**src/rtl/shift_sequencer_pkg.sv**
```systemverilog
// shift_sequencer_pkg: shared types for the shift/rotate sequencer and its shifter
//   shiftOp_e : request opcode (plain shifts and rotates)
//   unit_op_e : operation select of the combinational shifter
package shift_sequencer_pkg;
  typedef enum logic [2:0] {SH_SLL, SH_SRL, SH_SRA, SH_ROL, SH_ROR} shiftOp_e;
  typedef enum logic [1:0] {OP0, OP1, OP2} unit_op_e;
endpackage

```
**src/rtl/shift_sequencer_shift_unit.sv**
```systemverilog
// shiftUnit: combinational 32-bit shifter (OP0 sll, OP1 srl, OP2 sra)
//   operation_i      : shift kind
//   first_operand_i  : value to shift
//   second_operand_i : shift amount
//   result_o         : shifted value
module shiftUnit
  import shift_sequencer_pkg::*;
(
  input  unit_op_e    operation_i,
  input  logic [31:0] first_operand_i,
  input  logic [4:0]  second_operand_i,
  output logic [31:0] result_o
);
  logic [31:0] sra;
  // kept apart from the select so the unsigned ternary cannot turn >>> logical
  assign sra = $signed(first_operand_i) >>> second_operand_i;
  always_comb
    result_o = operation_i == OP0 ? first_operand_i << second_operand_i :
               operation_i == OP1 ? first_operand_i >> second_operand_i : sra;
endmodule

```
**src/rtl/shift_sequencer.sv**
```systemverilog
// shift_sequencer: sequences shiftUnit over one or two passes for shifts and rotates
//   clk, reset_n        : clock, async active-low reset
//   flush_i             : synchronous abort back to idle
//   valid_i/ready_o     : request handshake with operand_i, amount_i, op_i
//   valid_o/ready_i     : result handshake with registered result_o
module shift_sequencer
  import shift_sequencer_pkg::*;
(
  input  logic        clk,
  input  logic        reset_n,
  input  logic        flush_i,
  input  logic        valid_i,
  output logic        ready_o,
  input  logic [31:0] operand_i,
  input  logic [4:0]  amount_i,
  input  shiftOp_e    op_i,
  output logic        valid_o,
  input  logic        ready_i,
  output logic [31:0] result_o
);
  typedef enum logic [1:0] {IDLE, PASS1, PASS2, DONE} state_e;
  state_e      state_q, state_d;
  logic [31:0] acc_q, acc_d, opnd_q, opnd_d;
  logic [4:0]  amt_q, amt_d;
  shiftOp_e    op_q, op_d;
  logic        valid_q, valid_d;
  unit_op_e    unit_op;
  logic [4:0]  unit_amt;
  logic [31:0] unit_out;
  logic        is_rot;
  assign is_rot = op_q == SH_ROL || op_q == SH_ROR;
  // second pass supplies the wrapped-around bits: amount 32-n, which is -n in 5 bits,
  // shifting the opposite way from the first pass
  always_comb begin
    unit_amt = state_q == PASS2 ? 5'd0 - amt_q : amt_q;
    unit_op  = op_q == SH_SRA ? OP2 :
               ((op_q == SH_SLL || op_q == SH_ROL) ^ (state_q == PASS2)) ? OP0 : OP1;
  end
  shiftUnit u_shift (
    .operation_i      (unit_op),
    .first_operand_i  (opnd_q),
    .second_operand_i (unit_amt),
    .result_o         (unit_out)
  );
  always_comb begin
    state_d = state_q;
    acc_d   = acc_q;
    opnd_d  = opnd_q;
    amt_d   = amt_q;
    op_d    = op_q;
    if (flush_i) state_d = IDLE;
    else if (state_q == IDLE) begin
      if (valid_i) begin
        opnd_d  = operand_i;
        amt_d   = amount_i;
        op_d    = op_i;
        state_d = PASS1;
      end
    end else if (state_q == PASS1) begin
      acc_d   = unit_out;
      state_d = is_rot && amt_q != 5'd0 ? PASS2 : DONE;
    end else if (state_q == PASS2) begin
      acc_d   = acc_q | unit_out;
      state_d = DONE;
    end else if (ready_i) state_d = IDLE;
    valid_d = state_d == DONE;
  end
  always_ff @(posedge clk or negedge reset_n)
    if (!reset_n) begin
      state_q <= IDLE;
      acc_q   <= '0;
      opnd_q  <= '0;
      amt_q   <= '0;
      op_q    <= SH_SLL;
      valid_q <= 1'b0;
    end else begin
      state_q <= state_d;
      acc_q   <= acc_d;
      opnd_q  <= opnd_d;
      amt_q   <= amt_d;
      op_q    <= op_d;
      valid_q <= valid_d;
    end
  assign ready_o  = state_q == IDLE;
  assign valid_o  = valid_q;
  assign result_o = acc_q;
endmodule
```
**config.mk**
```make
export PLATFORM = sky130hd
export DESIGN_NAME = shift_sequencer
export DESIGN_NICKNAME = d
export VERILOG_FILES = /design/src/rtl/shift_sequencer_pkg.sv /design/src/rtl/shift_sequencer_shift_unit.sv /design/src/rtl/shift_sequencer.sv
export SDC_FILE = /design/constraint.sdc
export NUM_CORES = 1
export LEC_CHECK = 0
export BUFFER_PORTS_ARGS = -buffer_cell sky130_fd_sc_hd__buf_2
export CORE_UTILIZATION = 55
export CTS_CLUSTER_DIAMETER = 200
export DETAILED_ROUTE_END_ITERATION = 12
export PLACE_DENSITY = 0.8
export SLEW_MARGIN = 10
export SYNTH_ARGS = -nofsm -noshare
export SYNTH_HDL_FRONTEND = slang
export SYNTH_SLANG_ARGS = --single-unit
```
**constraint.sdc**
```tcl
create_clock -name clk -period 3.3 [get_ports clk]
set_clock_uncertainty 0.05 [all_clocks]
set_input_delay 0.495 -clock clk [delete_from_list [all_inputs] [get_ports clk]]
set_output_delay 0.495 -clock clk [all_outputs]
set_load 0.02 [all_outputs]
```
* After elaboration in Yosys (flattened, before gate mapping)
Index checks and enable logic that the tools add are counted.
Storage, ports and cells: flip-flop bits (word level) 75, input port bits 45
Cells by class: $add $sub $neg 1, equal/unequal tests 7, shift-type cells 3, multiplexer cells 14, bitwise gates (word level) 4, reductions and logical operators 10
Operators by type and width (number):
- $mux W32 | 4
- $or A32 B32 Y32 | 1
- $shl A32 B5 Y32 | 1
- $shr A32 B5 Y32 | 1
- $sshr A32 B5 Y32 | 1
- $mux W2 | 7
- $eq A3 B2 Y1 const B | 2
- $reduce_and A3 Y1 | 2
- $mux W5 | 1
- $reduce_bool A5 Y1 | 1
- $sub A1 B5 Y5 const A | 1
- $eq A2 B1 Y1 const B | 2
- $eq A2 B2 Y1 const B | 2
- $logic_not A2 Y1 | 2
- $eq A3 B3 Y1 const B | 1
- $logic_not A3 Y1 | 1
- $logic_or A1 B1 Y1 | 2
- $mux W1 | 2
- $not A1 Y1 | 2
- $reduce_bool A2 Y1 | 1
- $logic_and A1 B1 Y1 | 1
- $xor A1 B1 Y1 | 1

* Longest topological paths before layout
word-level depth 11, mapped depth 16, mapped depth without buffers 12

* By module
Synthesis repeated with hierarchy kept, for this count alone.
Unflattened totals: cells, all modules 755, area, all modules 7389.6 sq um
By module, submodules not included:
- shiftUnit | instances 1, cells each 552, area an instance 4398.0 sq um
- shift_sequencer | instances 1, cells each 203, area an instance 2991.6 sq um

* Worst setup path after synthesis
Ideal clock, no wire load.
path kind flip-flop to flip-flop, start point reg amt_q[0], end point reg acc_q[6], in the netlist result_o[6], arrival time 3.407 ns, data required time 3.119 ns, setup slack -0.289 ns, stages on the path, launching flop included 14, cell sequence dfrtp_1 -> buf_2 -> clkinv_1 -> buf_2 -> clkbuf_1 -> ha_1 -> nor2b_1 -> nor2b_1 -> ha_1 -> mux2i_1 -> clkbuf_1 -> nor2_1 -> a222oi_1 -> nand2_1
On the way: word-level cells in the longest chain between the ends 8, elaborated cells between the ends (all ways) 10
RTL lines:
- start: declaration | line shift_sequencer.sv:24 | logic [4:0] amt_q, amt_d;
- start signal: assignment | line shift_sequencer.sv:80 | amt_q <= amt_d;
- $sub A1 B5 Y5 | line shift_sequencer.sv:35 | unit_amt = state_q == PASS2 ? 5'd0 - amt_q : amt_q;
- $mux W5 (*) | line shift_sequencer.sv:35
- $sshr A32 B5 Y32 or $shr A32 B5 Y32 (tied branches) | line shift_sequencer_shift_unit.sv:16, shift_sequencer_shift_unit.sv:19
- $mux W32 | line shift_sequencer_shift_unit.sv:19 | operation_i == OP1 ? first_operand_i >> second_operand_i : sra;
- $mux W32 (*) | line shift_sequencer_shift_unit.sv:18 | result_o = operation_i == OP0 ? first_operand_i << second_operand_i :
- $or A32 B32 Y32 | line shift_sequencer.sv:63 | acc_d = acc_q | unit_out;
- $mux W32 | line shift_sequencer.sv:62 | end else if (state_q == PASS2) begin
- $mux W32 (*) | line shift_sequencer.sv:59 | end else if (state_q == PASS1) begin
- end signal: assignment | line shift_sequencer.sv:71 | acc_q <= '0;
- end signal: assignment | line shift_sequencer.sv:78 | acc_q <= acc_d;
- end: declaration | line shift_sequencer.sv:23 | logic [31:0] acc_q, acc_d, opnd_q, opnd_d;
Every way passes the cells marked *; elsewhere a longest branch is shown, timed or not. The select of a mux whose other input is x is not followed. A chain may end at the register's enable or synchronous reset.

* Final worst setup path
start point reg amt_q[1], end point reg acc_q[22], in the netlist result_o[22]
The elaborated chain is that of the path after synthesis.

==> results.toml <==
[cts]
cts.path.max_buffers = 2
htreeDepth = 3
clkLatencyLatePin_ns = 0.35
root_buffer = "clkbuf_16"
cts_hold_buf = 0
clk_pin_slew_ns = 0.06
cts_tree = "done"
clock-sinks = 75
cts_buffers = 9

[critical_path]
worstPathMaxFanout = 12
cpMaxStageDelayCell = "mux2i_1"
startpoint_type = "flip-flop"
startpoint = "amt_q[1]$_DFFE_PN0P_"
crit_family = "multiplexers"
cp_num_cells = 9
endpoint_kind = "flip-flop"
critPathKind = "reg2reg"
cp.buffers_inverters = 2
cp_common_cell = "mux2i_1"
reg2reg_depth = 9
required_ns = 3.52
worstPathCellList = "inv_1, ha_1, mux2_2, buf_4, mux2i_1, mux2i_1, o32ai_1, a211oi_1, a21oi_1"
cp.arrival_ns = 3.47
rr_startpoint = "amt_q[1]$_DFFE_PN0P_"
cpPeakStageDelay_ns = 0.54

[logic_synthesis]
synth_area_um2 = 7050
synth_ff_type = "dfrtp_1"
yosys_warnings = 0
ys_types = 68
synth_async_sr_flop_share_pct = 100
synth_area_leaders = "dfrtp_1, mux2i_1, mux2_2, mux4_2, nand2_1"
avgSynthCellArea_um2 = 8.89
ys_ff_latch = 75
synth_top_cell_area_share_pct = 26.6
syn-num-nets = 843
yosys.area.top_type = "dfrtp_1"
syn_inst = 793
synth_edf_count = 0
synthTopCellsByCount = "nand2_1, mux2i_1, dfrtp_1"
ys_seq_area_share_pct = 26.6
yosysMostFrequentCell = "nand2_1"

[finish]
regArea_um2 = 1880
fillers = 1000
drive_gt1_share_pct = 29.9
antenna_cells = 0
nets = 938
multiInputGateArea_um2 = 4860
areaGrowthSynthToFinish_pct = 19.1

[timing]
tns_ns = 0
finalCriticalPeriod_ns = 3.24
fmax_ghz = 0.308
tightest_slew_ns = 0.958
rsz0062_at_grt = "false"
slew_headroom_pct = 36.2
timing.final.crit_share_pct = 98.3
final-hold-violation-count = 0
setup_viol_count_final = 0
maxSlewViolCount = 0

[floorplan]
ios = 79
fp.coreArea_um2 = 12300
rows = 40
die_w_um = 115
die_h_um = 115
initial_core_util_pct = 57.5
die-area_um2 = 13300

[placed_design]
dp_hpwl_um = 20300
portBuffers = 78
place.gp.congestion = 1.05

[grt]
antenna_found_initial = 1
grt_usage_pct = 43.1
grt_max_degree = 76
grt_overflow = 0
grt_pass1_vias = 7213
grt_pass1_wl_um = 42300

[routing]
ant_nets = 0
drc = 0
via_per_inst = 7.10
via_count = 7538
post_drt_wl_per_cell_um = 26.1
routed_wl_um = 27700
drt_iter0_markers = 1101
drt_first_pass_iters = 6

[run]
maxCapViolations = 0

[hold_path]
hp-class = "in2async"

[run_status]
status = "finished, final reports clean"
## worst reg2reg max path, cell delays in order, from the launching register on
cell and delay [ns]:
dfrtp_1 0.50, inv_1 0.08, ha_1 0.38, mux2_2 0.38, buf_4 0.25, mux2i_1 0.55
mux2i_1 0.17, o32ai_1 0.53, a211oi_1 0.09, a21oi_1 0.18
## repair_timing
item,in CTS,in global routing
resized for setup,0,6
buffers inserted,0,0
setup endpoints to repair,0,22
## metrics by stage
step           utilization [%]  hold WS, ns  cells  setup WS, ns  cell area (um^2)
2_1_floorplan                -        0.149    793       -0.0138              7060
3_3_place_gp              65.3        0.411   1045        0.0590              8010
3_5_place_dp              65.3        0.424   1045        0.0442              8010
4_1_cts                   68.4        0.287   1061       0.00509              8380
5_1_grt                   68.5        0.315   1061        0.0111              8400
6_report                  68.5        0.251   1061        0.0560              8400
## cells by family (layout without fill, tap and decap cells)
family	count (synthesis)	count (layout)	synth area share (%)
AOI/OAI and AO/OA	209	209	20.9
xor gates and xnor gates	5	5	0.621
adders and majority gates	5	5	0.887
buffers and inverters	78	178	5.45
DFF	75	75	26.6
muxes	175	175	29.8
and+or+nand+nor	246	246	15.8
## layout make-up
class	count	share of cell area, %
flip-flops and latches	75	22.4
multi-input cells	640	57.9
inverters	11	0.492
clock inverters	4	1.43
clock buffers	12	3.05
repair buffers	151	12.2
well taps	168	2.50
## cells in the final DEF, fill, tap and decap left out, types with 5 or more instances in the layout
cell type	Yosys	routed
dfrtp_1	75	74
mux4_2	21	21
a221o_1	8	8
buf_2	27	77
a221oi_1	6	5
a22oi_1	8	8
buf_12	1	7
and3_1	6	6
buf_4	2	67
and2_1	7	7
inv_1	10	10
nor2b_1	8	8
a31oi_1	13	13
a21oi_1	42	42
mux2i_1	94	93
clkbuf_16	0	9
nor3_1	12	12
nor2_1	53	50
o22ai_1	7	7
nand2b_1	11	11
o211ai_1	20	20
a32oi_1	10	10
nand2_1	105	104
mux2_2	59	59
nand3_1	28	28
a211oi_1	12	12
o21ai_0	26	26
## worst paths after layout
path / to / slack (ns)
min reg2reg: result_o[16]$_DFFE_PN0P_ / 0.43
max reg2reg: result_o[22]$_DFFE_PN0P_ / 0.06
min: result_o[29]$_DFFE_PN0P_ / 0.25
min in group clk: state_q[1]$_DFF_PN0_ / 0.30
max in group asynchronous: amt_q[0]$_DFFE_PN0P_ / 2.29
max: result_o[22]$_DFFE_PN0P_ / 0.06
## sequential cells by signal (all words and copies together), names as in the netlist
signal,cells
opnd_q,32
result_o,32
amt_q,5
op_q,3
state_q,2
valid_o,1
## layer usage
layer	GRT usage [%]	wire (um)
met5	0	0
met4	22.1	1510
met3	10.9	3540
met2	65.3	12100
met1	57.1	10500
Power is left out: the tool's default activity adds up to more than one toggle a clock period on the data nets, which glitch-free logic cannot reach.
